`config.mk`:
```
export PLATFORM = sky130hd
export DESIGN_NAME = uart_rx_ctrl
export DESIGN_NICKNAME = d
export VERILOG_FILES = /design/src/rtl/uart_rx_ctrl.sv
export SDC_FILE = /design/constraint.sdc
export NUM_CORES = 1
export LEC_CHECK = 0
export ABC_AREA = 1
export BUFFER_PORTS_ARGS = -buffer_cell sky130_fd_sc_hd__buf_2
export CORE_MARGIN = 5
export CORE_UTILIZATION = 30
export DETAILED_ROUTE_END_ITERATION = 8
export PLACE_DENSITY = 0.5
export SYNTH_ARGS = -nofsm -noshare
export SYNTH_HDL_FRONTEND = slang
export SYNTH_SLANG_ARGS = --single-unit
```
`constraint.sdc`:
```
create_clock -name CLK -period 1.5 [get_ports CLK]
set_input_delay 0.15 -clock CLK [delete_from_list [all_inputs] [get_ports CLK]]
set_output_delay 0.15 -clock CLK [all_outputs]
set_load 0.02 [all_outputs]
```
`src/rtl/uart_rx_ctrl.sv`:
```
// -----------------------------------------------------------------------------
// uart_rx_ctrl
// Receive-side sequencer for a UART RX path. It synchronises the raw serial
// line and qualifies the start bit at mid-bit. It then samples each data bit at
// mid-bit and hands it to an external shift register as a one-cycle strobe.
// Finally it checks the stop bit and reports frame completion or a framing
// error.
//
// Ports:
//   CLK       - system clock, all logic on the rising edge
//   RST       - asynchronous, active-high reset
//   RX        - raw serial line, idle high, asynchronous to CLK
//   SHIFT_EN  - one-cycle strobe per data bit (shift register RXEN)
//   SHIFT_BIT - sampled data bit, valid while SHIFT_EN=1 (shift register DATA_IN)
//   RX_DONE   - one-cycle pulse: stop bit was 1, shift register holds the byte
//   FRAME_ERR - one-cycle pulse: stop bit was sampled 0
//   BUSY      - high whenever the sequencer is not in IDLE
//
// Data is passed through in line order (LSB first). The shift register inserts
// at bit 0, so the consumer sees the character bit-reversed.
// -----------------------------------------------------------------------------
module uart_rx_ctrl #(
    parameter int CLKS_PER_BIT = 16,
    parameter int DATA_BITS    = 8,
    parameter int SYNC_STAGES  = 2
) (
    input  logic CLK,
    input  logic RST,
    input  logic RX,
    output logic SHIFT_EN,
    output logic SHIFT_BIT,
    output logic RX_DONE,
    output logic FRAME_ERR,
    output logic BUSY
);

    if (CLKS_PER_BIT < 4) begin : g_bad_clks_per_bit
        $error("uart_rx_ctrl: CLKS_PER_BIT must be >= 4");
    end
    if (SYNC_STAGES < 2) begin : g_bad_sync_stages
        $error("uart_rx_ctrl: SYNC_STAGES must be >= 2");
    end

    localparam int BAUD_W = $clog2(CLKS_PER_BIT);
    localparam int BIT_W  = $clog2(DATA_BITS + 1);

    localparam logic [BAUD_W-1:0] BAUD_LAST = BAUD_W'(CLKS_PER_BIT - 1);
    localparam logic [BAUD_W-1:0] BAUD_HALF = BAUD_W'((CLKS_PER_BIT - 1) / 2);
    localparam logic [BIT_W-1:0]  BIT_LAST  = BIT_W'(DATA_BITS - 1);

    localparam logic [2:0] ST_IDLE      = 3'd0;
    localparam logic [2:0] ST_START     = 3'd1;
    localparam logic [2:0] ST_DATA      = 3'd2;
    localparam logic [2:0] ST_STOP      = 3'd3;
    localparam logic [2:0] ST_WAIT_IDLE = 3'd4;

    // ------------------------------------------------------------------
    // Input synchroniser. It resets to the idle (high) line level so that
    // leaving reset never looks like a start edge.
    // ------------------------------------------------------------------
    logic [SYNC_STAGES-1:0] sync_q;
    logic                   rx_s;

    // NOTE: every register in this block has a reset value, which fixes the
    // outputs the moment RST rises, even mid-frame.
    always_ff @(posedge CLK or posedge RST) begin
        if (RST) begin
            sync_q <= '1;
        end else begin
            // NOTE: sequential state uses non-blocking assignments so each
            // stage samples the previous stage's old value.
            sync_q <= {sync_q[SYNC_STAGES-2:0], RX};
        end
    end

    assign rx_s = sync_q[SYNC_STAGES-1];

    // ------------------------------------------------------------------
    // Sequencer
    // ------------------------------------------------------------------
    logic [2:0]        state_q,   state_d;
    logic [BAUD_W-1:0] baud_q,    baud_d;
    logic [BIT_W-1:0]  bit_cnt_q, bit_cnt_d;
    logic              shift_en_d, shift_bit_d, rx_done_d, frame_err_d;

    always_comb begin
        // NOTE: every signal gets a default before the case statement, so no
        // path leaves one unassigned and no latch is inferred.
        state_d     = state_q;
        bit_cnt_d   = bit_cnt_q;
        shift_en_d  = 1'b0;
        shift_bit_d = SHIFT_BIT;
        rx_done_d   = 1'b0;
        frame_err_d = 1'b0;

        case (state_q)
            ST_IDLE: begin
                if (!rx_s) state_d = ST_START;
            end
            ST_START: begin
                // Re-check the line half a bit after the falling edge. A high
                // line here means the edge was a glitch.
                if (baud_q == BAUD_HALF) begin
                    if (!rx_s) begin
                        state_d   = ST_DATA;
                        bit_cnt_d = '0;
                    end else begin
                        state_d = ST_IDLE;
                    end
                end
            end
            ST_DATA: begin
                // START left at mid start bit, so each full bit period from
                // here lands in the middle of the next data bit.
                if (baud_q == BAUD_LAST) begin
                    shift_en_d  = 1'b1;
                    shift_bit_d = rx_s;
                    bit_cnt_d   = bit_cnt_q + 1'b1;
                    if (bit_cnt_q == BIT_LAST) state_d = ST_STOP;
                end
            end
            ST_STOP: begin
                if (baud_q == BAUD_LAST) begin
                    if (rx_s) begin
                        rx_done_d = 1'b1;
                        state_d   = ST_IDLE;
                    end else begin
                        frame_err_d = 1'b1;
                        state_d     = ST_WAIT_IDLE;
                    end
                end
            end
            ST_WAIT_IDLE: begin
                // A held-low line (break) must return high before a new frame
                // can start.
                if (rx_s) state_d = ST_IDLE;
            end
            default: state_d = ST_IDLE;
        endcase

        // The baud counter restarts on every state change so each state
        // measures time from its own entry.
        if (state_d != state_q) begin
            baud_d = '0;
        end else if (baud_q == BAUD_LAST) begin
            baud_d = '0;
        end else begin
            baud_d = baud_q + 1'b1;
        end
    end

    always_ff @(posedge CLK or posedge RST) begin
        if (RST) begin
            state_q   <= ST_IDLE;
            baud_q    <= '0;
            bit_cnt_q <= '0;
            SHIFT_EN  <= 1'b0;
            SHIFT_BIT <= 1'b0;
            RX_DONE   <= 1'b0;
            FRAME_ERR <= 1'b0;
        end else begin
            state_q   <= state_d;
            baud_q    <= baud_d;
            bit_cnt_q <= bit_cnt_d;
            SHIFT_EN  <= shift_en_d;
            SHIFT_BIT <= shift_bit_d;
            RX_DONE   <= rx_done_d;
            FRAME_ERR <= frame_err_d;
        end
    end

    assign BUSY = (state_q != ST_IDLE);

endmodule

```
Yosys cells after proc, flatten, opt, wreduce, memory -nomap -nowiden:

Cells that the tools add are included.

* register bits after elaboration: 17
* bits in latches: 0
* RAM bits: 0
* bits in read-only memories: 0
* bits of input ports: 3
* output and inout bits: 5
* logic and storage cells: 49
* memories kept: 0

* add/sub/neg operators: 2
* multiply operators: 0
* div/mod/pow operators: 0
* magnitude comparators: 0
* equality and inequality tests: 11
* shift-type cells: 0
* multiplexer cells: 23
* bitwise gates (word level): 0
* reduce and logical (&&, ||, !) cells: 5

Operators by type and width (count)
* 2-to-1 mux 3 bit: 7
* 2-to-1 mux 4 bit: 5
* case mux 3 bit (5 select lines): 1
* adder 4 x 1 -> 4 bit, second input constant: 2
* equality test 4 x 3 -> 1 bit, second input constant: 2
* 2-to-1 mux 1 bit: 8
* case mux 4 bit (2 select lines): 1
* equality test 3 x 2 -> 1 bit, second input constant: 2
* != test 2 bit, second input constant: 3
* equality test 4 bit, second input constant: 1
* AND reduction 4 bit: 1
* equality test 3 x 1 -> 1 bit, second input constant: 1
* equality test 3 bit, second input constant: 1
* zero test 3 bit: 1
* != test 3 bit: 1
* nonzero test 3 bit: 1
* 2-to-1 mux 2 bit: 1
* AND reduction 2 bit: 1
* nonzero test 2 bit: 1

Logic depth before layout (Yosys ltp):

Gate-level depths: netlist of run 1.

* word-level depth: 6
* depth in mapped cells: 10

Least setup slack after synthesis of run 1:

No wires, ideal clock.

* kind: register to register
* start point: register baud_q[0]
* end point: register baud_q[2]
* arrival: 1.249 ns
* required time: 1.429 ns
* path slack: 0.180 ns
* cell stages (with the launch flop): 11
* path buffers: 0
* cells stage by stage: dfrtp_1 > ha_1 > nand2_2 > nor2_4 > inv_2 > nor2_1 > nand2_1 > nand3_1 > nor2_2 > nand2_2 > nor2_1

* cells in the longest elaborated chain, start to end: 5

RTL lines
* from (decl): RTL line 82 `logic [BAUD_W-1:0] baud_q, baud_d;`
* from (signal assigned): RTL line 163 `baud_q <= baud_d;`
* equality test 4 bit or equality test 4 x 3 -> 1 bit (tied branches)
* 2-to-1 mux 3 bit, on equally long branches: RTL line 123, 103, 115
* case mux 3 bit (5 select lines): RTL line 96 `case (state_q)`
* != test 3 bit: RTL line 143 `if (state_d != state_q) begin`
* 2-to-1 mux 4 bit *: RTL line 143
* via baud_d[2]: RTL line 82

Mark *: on every way through the listed nets, which the timed path passes. The rest lies on a longest branch.
A chain may end at the register's enable or synchronous reset.

Worst setup path after layout of run 1:

* start point: register baud_q[0]
* end point: register bit_cnt_q[1]

* cells in the longest elaborated chain, start to end: 3

RTL lines
* equality test 4 bit or equality test 4 x 3 -> 1 bit (tied branches): RTL line 115, 103
* != test 2 bit (no source line)
* AND reduction 4 bit (no source line) *
* to (signal assigned): RTL line 164 `bit_cnt_q <= bit_cnt_d;`
* to (decl): RTL line 83 `logic [BIT_W-1:0] bit_cnt_q, bit_cnt_d;`

Mark *: on every way between the ends. The rest lies on a longest branch, timed or not.

==> impl_metrics.yaml, run 1 <==
synthesis:
  synth_area_leaders: "dfrtp_1 46%, nor2_1 8.2%, dfstp_2 6.4%"
  syn_inst: 94
  synth-edff-count: 0
  yosysTopAreaCellShare_pct: 45.6
  ys_warn_count: 0
  yosysSeqAreaShare_pct: 52.0
  synth_cell_types: 21
  synth_top_cell_by_area: "dfrtp_1"
  syn-num-nets: 99
  netlist_area_um2: 823
  ys_ff_latch: 17
  synth_ff_type: "dfrtp_1"
  avgSynthCellArea_um2: 8.76
  synthArstFlopShare_pct: 100
setup_path:
  ff2ff_path_depth: 9
  critPathKind: "flop to flop"
  worstPathRequired_ns: 1.71
  critical_path_arrival_ns: 1.62
  worst_setup_path_start_kind: "flop"
  crit_fanout: 4
  end_kind: "flop"
global_route:
  grt_usage_pct: 8.19
  grt_max_degree: 18
  grt_overflow: 0
  antenna_found_initial: 0
  grt_pass1_wl_um: 2580
  grt_pass1_vias: 601
pwr:
  p_per_area_mw_per_mm2: 1290
  power_w: 0.00130
  irDropWorstVdd_mv: 0.795
  p_leak_nw: 0.516
finish:
  fillers: 276
  syn_to_final_growth_pct: 22.3
  n_antenna_cell: 0
  final_cells: 142
  layout-drive-gt1-share_pct: 35.1
  fin_nets: 117
  utilization_pct: 37.5
timing:
  hold_slack_ns: 0.360
  min_period_over_period_pct: 94.1
  max_freq_ghz: 0.709
  hold_viol_final: 0
  worst_pin_slew_ns: 0.649
  finClkSkew_ns: 0.0142
  slew_headroom_pct: 56.7
  slew_viol_final: 0
  min_period_ns: 1.41
  rsz0062_at_grt: "yes"
  setup_violations: 0
route:
  route.vias.total: 620
  drc: 0
  viasPerCell: 4.37
  drtIter0Drc: 35
  avgRoutedWirePerCell_um: 10.5
  routed_wl_um: 1500
  antenna_left: 0
  first_pass_iters: 4
floorplan:
  initial_core_util_pct: 30.6
  fp.dieW_um: 62.4
  io_pins: 8
  die_y_um: 62.4
  coreArea_mm2: 0.00269
  row_count: 19
  dieArea_mm2: 0.00389
placement:
  port_buffers: 7
  post-dp-hpwl_um: 1090
  placed_cells: 132
  place_congestion: 0.832
min_path:
  holdPathStages: 0
  holdCritPathClass: "flop to flop"
clock_tree:
  cts.sinks: 17
  htree_levels: 1
  cts_buffers: 3
  cts-root-buf: "clkbuf_4"
  clk_pin_slew_ns: 0.11
  clock_path_buffers: 2
  clock_latency_ns: 0.30
  cts_tree: "yes"
run:
  drv_cap: 0
status:
  status: "complete, no violations"
==> critical path, cell delays in order (launching register included) <==
cell and delay (ns):
dfrtp_1 0.41, ha_4 0.16, nand2_4 0.06, nor2_4 0.12
inv_2 0.07, nor2_4 0.13, inv_2 0.07, nand2_4 0.07
inv_2 0.05, a22o_1 0.17
==> cell usage in the layout, fill, tap and decap left out, types with 2 or more instances in the layout <==
master and n:
dfstp_2 2, dlygate4sd3_1 2, a21oi_1 5, inv_2 5, buf_4 4, nand2_2 2
nor2_1 14, nand3_1 6, buf_2 7, nand2_4 2, nor2_4 3, nor2_2 7
dfrtp_1 15, inv_1 9, nand2_1 14, clkbuf_4 3
==> cell usage after synthesis, types with 2 or more instances <==
| cell type | n |
|---|---|
| dfrtp_1 | 15 |
| a21oi_1 | 5 |
| inv_2 | 5 |
| nand3_1 | 6 |
| nand2_1 | 14 |
| ha_1 | 2 |
| nand2_2 | 3 |
| nor2_1 | 18 |
| inv_1 | 9 |
| nor2_2 | 4 |
| nor2_4 | 2 |
| dfstp_2 | 2 |
==> registers in the layout, indices dropped and copies added, names as in the netlist <==
name / flops
RX_DONE: 1
SHIFT_BIT: 1
baud_q: 4
bit_cnt_q: 4
sync_q: 2
SHIFT_EN: 1
FRAME_ERR: 1
state_q: 3
==> layout make-up <==
cell class                      count  area (um^2)  area share, %
Clock inverter                      1         5.00          0.497
Timing Repair Buffer               13         85.1           8.45
Sequential cell                    17          428           42.5
Clock buffer                        3         22.5           2.24
Multi-Input combinational cell     63          375           37.3
Inverter                           14         52.6           5.22
Tap cell                           31         38.8           3.85
==> logic make-up (layout without fill, tap and decap cells) <==
kind of cell / Yosys count / after routing / synth area share [%]
compound gates: 9 / 9 / 6.84
xor+xnor: 2 / 2 / 2.13
buf+inv: 14 / 31 / 6.38
simple gates: 50 / 50 / 29.6
fa+ha+maj: 2 / 2 / 3.04
flops: 17 / 17 / 52.0
==> layer usage <==
metal  wire length (um)  global-route usage [%]  vias to the layer above
met1                725                    10.4                      279
met3                 82                    3.60                        4
met4                 21                    3.18                        0
met5                  0                       0                        -
li1                   -                       -                      328
met2                668                    12.2                        9
==> what timing repair did <==
item	4_1_cts	5_1_grt
hold buffers	2	0
setup endpoints to repair	0	7
setup buffers	0	4
endpoints found under the hold margin	16	0
gates resized for setup	0	8
==> power by group <==
part / internal (W) / switching, W
Combinational: 0.000180 / 0.000290
Clock: 0.0000995 / 0.000150
Sequential: 0.000519 / 0.0000634
Total: 0.000798 / 0.000504
==> through the flow <==
step | setup slack [ns] | area, um^2 | setup TNS (ns)
after floorplan | 0.180 | 823 | 0
after global placement | 0.0523 | 897 | 0
after detailed placement | 0.0299 | 897 | 0
after CTS | 0.00159 | 945 | 0
after global routing | -0.0306 | 1010 | -0.103
final | 0.0890 | 1010 | 0
==> worst paths after layout <==
kind	from	end	slack, ns
min in group asynchronous	RST	SHIFT_BIT	0.47
worst max-delay path	baud_q[0]	bit_cnt_q[1]	0.09
max in group asynchronous	RST	baud_q[2]	0.60
worst max register to register	baud_q[0]	bit_cnt_q[1]	0.09
worst min register to register	sync_q[0]	sync_q[1]	0.36
worst min-delay path	sync_q[0]	sync_q[1]	0.36
Power figures use the tool's default switching activity.
==> run 2, diff against run 1 <==
--- a/config.mk
+++ b/config.mk
@@ -5,7 +5,6 @@
 export SDC_FILE = /design/constraint.sdc
 export NUM_CORES = 1
 export LEC_CHECK = 0
-export ABC_AREA = 1
 export BUFFER_PORTS_ARGS = -buffer_cell sky130_fd_sc_hd__buf_2
 export CORE_MARGIN = 5
 export CORE_UTILIZATION = 30
==> impl_metrics.yaml, run 2 <==
setup_path:
  worstPathRequired_ns: 1.69
  critical_path_arrival_ns: 1.77
  ff2ff_setup_slack_ns: -0.07
  r2r_start: "state_q[1]"
  end_kind: "flop"
  r2r-end: "baud_q[1]"
  worst_setup_path_start_kind: "flop"
  ff2ff_path_depth: 3
  critPathKind: "flop to flop"
  crit_fanout: 5
timing:
  setup_violations: 3
  finClkSkew_ns: 0.00491
  hold_slack_ns: 0.363
  min_period_over_period_pct: 105
  hold_viol_final: 0
  worst_pin_slew_ns: 0.265
  min_period_ns: 1.57
  slew_headroom_pct: 82.2
  slew_viol_final: 0
  max_freq_ghz: 0.637
  finalWorstSetupSlack_ns: -0.0709
  rsz0062_at_grt: "yes"
clock_tree:
  clock_path_buffers: 2
  cts.sinks: 17
  htree_levels: 1
  cts_tree: "yes"
  cts-root-buf: "clkbuf_4"
  cts_buffers: 3
  clock_latency_ns: 0.30
  clk_pin_slew_ns: 0.11
synthesis:
  synthArstFlopShare_pct: 100
  netlist_area_um2: 843
  synth_area_leaders: "dfrtp_1 45%, dfstp_2 6.2%, nor2_1 3.6%"
  yosysTopAreaCellShare_pct: 44.5
  ys_ff_latch: 17
  ys_warn_count: 0
  syn_inst: 84
  yosysMostFrequentCell: "dfrtp_1"
  synth_top_cell_by_area: "dfrtp_1"
  yosysSeqAreaShare_pct: 50.7
  synth_cell_types: 35
  avgSynthCellArea_um2: 10.0
  synth_ff_type: "dfrtp_1"
  syn-num-nets: 89
  synth-edff-count: 0
  synth_common_cells: "15 x dfrtp_1, 8 x nor2_1, 6 x inv_1, 5 x a21oi_1, 5 x nand2_1"
pwr:
  irDropWorstVdd_mv: 1.10
  p_leak_nw: 0.551
  power_w: 0.00209
  p_per_area_mw_per_mm2: 1660
floorplan:
  fp.dieW_um: 63.0
  dieArea_mm2: 0.00397
  row_count: 19
  coreArea_mm2: 0.00273
  die_y_um: 63.0
  io_pins: 8
  initial_core_util_pct: 30.8
global_route:
  grt_max_degree: 18
  grt_overflow: 0
  grt_usage_pct: 11.1
  grt_pass1_wl_um: 3550
  grt_pass1_vias: 790
  antenna_found_initial: 0
route:
  first_pass_iters: 4
  routed_wl_um: 2100
  avgRoutedWirePerCell_um: 14.4
  viasPerCell: 5.15
  route.vias.total: 752
  highest_layer: "met4"
  wl_met3_um: 60
  met1_length_um: 983
  antenna_left: 0
  drc: 0
  routed-wl-met2_um: 1040
  drtIter0Drc: 33
placement:
  place_congestion: 0.741
  post_dp_cell_area_mm2: 0.00106
  port_buffers: 7
  post-dp-hpwl_um: 1340
  preCtsSetupSlack_ns: -0.0949
finish:
  syn_to_final_growth_pct: 49.0
  reg_top3: "baud_q: 4 flops, bit_cnt_q: 4 flops, state_q: 3 flops"
  layout_commonest_cell: "buf_4"
  fin_nets: 121
  final_cell_mix: "21 x buf_4, 15 x dfrtp_1, 7 x nor2_1"
  layout-drive-gt1-share_pct: 51.3
  n_antenna_cell: 0
  finalInstanceArea_mm2: 0.00126
status:
  violations: "setup timing"
  status: "finished, violations left"
min_path:
  holdCritPathClass: "flop to flop"
  holdPathStages: 0
  holdPathEnd: "sync_q[1]"
  hp-start: "sync_q[0]"
run:
  drv_cap: 0
==> run 2: cell types whose count changed after synthesis, moves of 3 or more <==
cell,delta
nand2_1,-9
nor2_2,-4
inv_2,-5
nor2_1,-10
inv_1,-3
nand2_2,-3
nor2b_1,+3
clkbuf_1,+3
==> run 2: how the worst max path moves through the flow <==
stage               slack [ns]  cells after the start            to       start
finish                   -0.07                      3     baud_q[1]  state_q[1]
global route              -0.1                      3     baud_q[1]  state_q[1]
detailed placement       -0.09                      5     baud_q[3]   baud_q[0]
CTS                      -0.05                      4     baud_q[2]  state_q[2]
floorplan                -0.08                      4     baud_q[1]  state_q[2]
global placement         -0.07                      4  bit_cnt_q[0]  state_q[2]
==> run 2: worst max-delay path, stage by stage (launching register included) <==
cell     delay, ns
dfrtp_1       0.45
or3b_4        0.44
or4_4         0.44
nor4b_4       0.14
==> run 2: area by class of cell <==
type	instances	area, um^2
Multi-Input combinational cell	55	488
Sequential cell	17	428
Clock buffer	4	26.3
Inverter	6	22.5
Tap cell	31	38.8
Timing Repair Buffer	33	253
Fill cell	259	1480
==> run 2: cells by family after synthesis <==
logic type | after synthesis | share of synthesized area [%]
simple gates | 34 | 25.1
flops | 17 | 50.7
xor+xnor | 1 | 1.04
fa+ha+maj | 2 | 2.97
buf+inv | 12 | 6.08
mux | 1 | 1.34
compound gates | 17 | 12.8
==> run 2: metrics by stage <==
| stage | utilization [%] | TNS (ns) | cells |
|---|---|---|---|
| floorplan | - | -0.0810 | 84 |
| global placement | 38.7 | -0.365 | 137 |
| detailed placement | 38.7 | -0.440 | 137 |
| CTS | 42.8 | -0.240 | 145 |
| global route | 45.9 | -0.343 | 146 |
| finish | 45.9 | -0.148 | 146 |
==> run 2: metal layers <==
layer	vias up	GRT usage, %
met3	2	3.42
met1	379	13.1
met5	-	0
met2	9	19.6
li1	362	-
met4	0	2.39
==> run 2: timing repair <==
action                                 4_1_cts  5_1_grt
setup endpoints to repair                    9       12
cloned                                       0        0
pin swaps                                    4        4
resized for setup                           14       16
endpoints found under the hold margin       16        0
buffers inserted                             2        1
hold buffers                                 2        0
==> run 2: power breakdown <==
part	internal, W	total (W)	leakage, nW	switching [W]
Clock	0.000104	0.000259	0.0150	0.000156
Combinational	0.000632	0.00115	0.321	0.000513
Sequential	0.000570	0.000686	0.216	0.000115
Total	0.00131	0.00209	0.551	0.000785
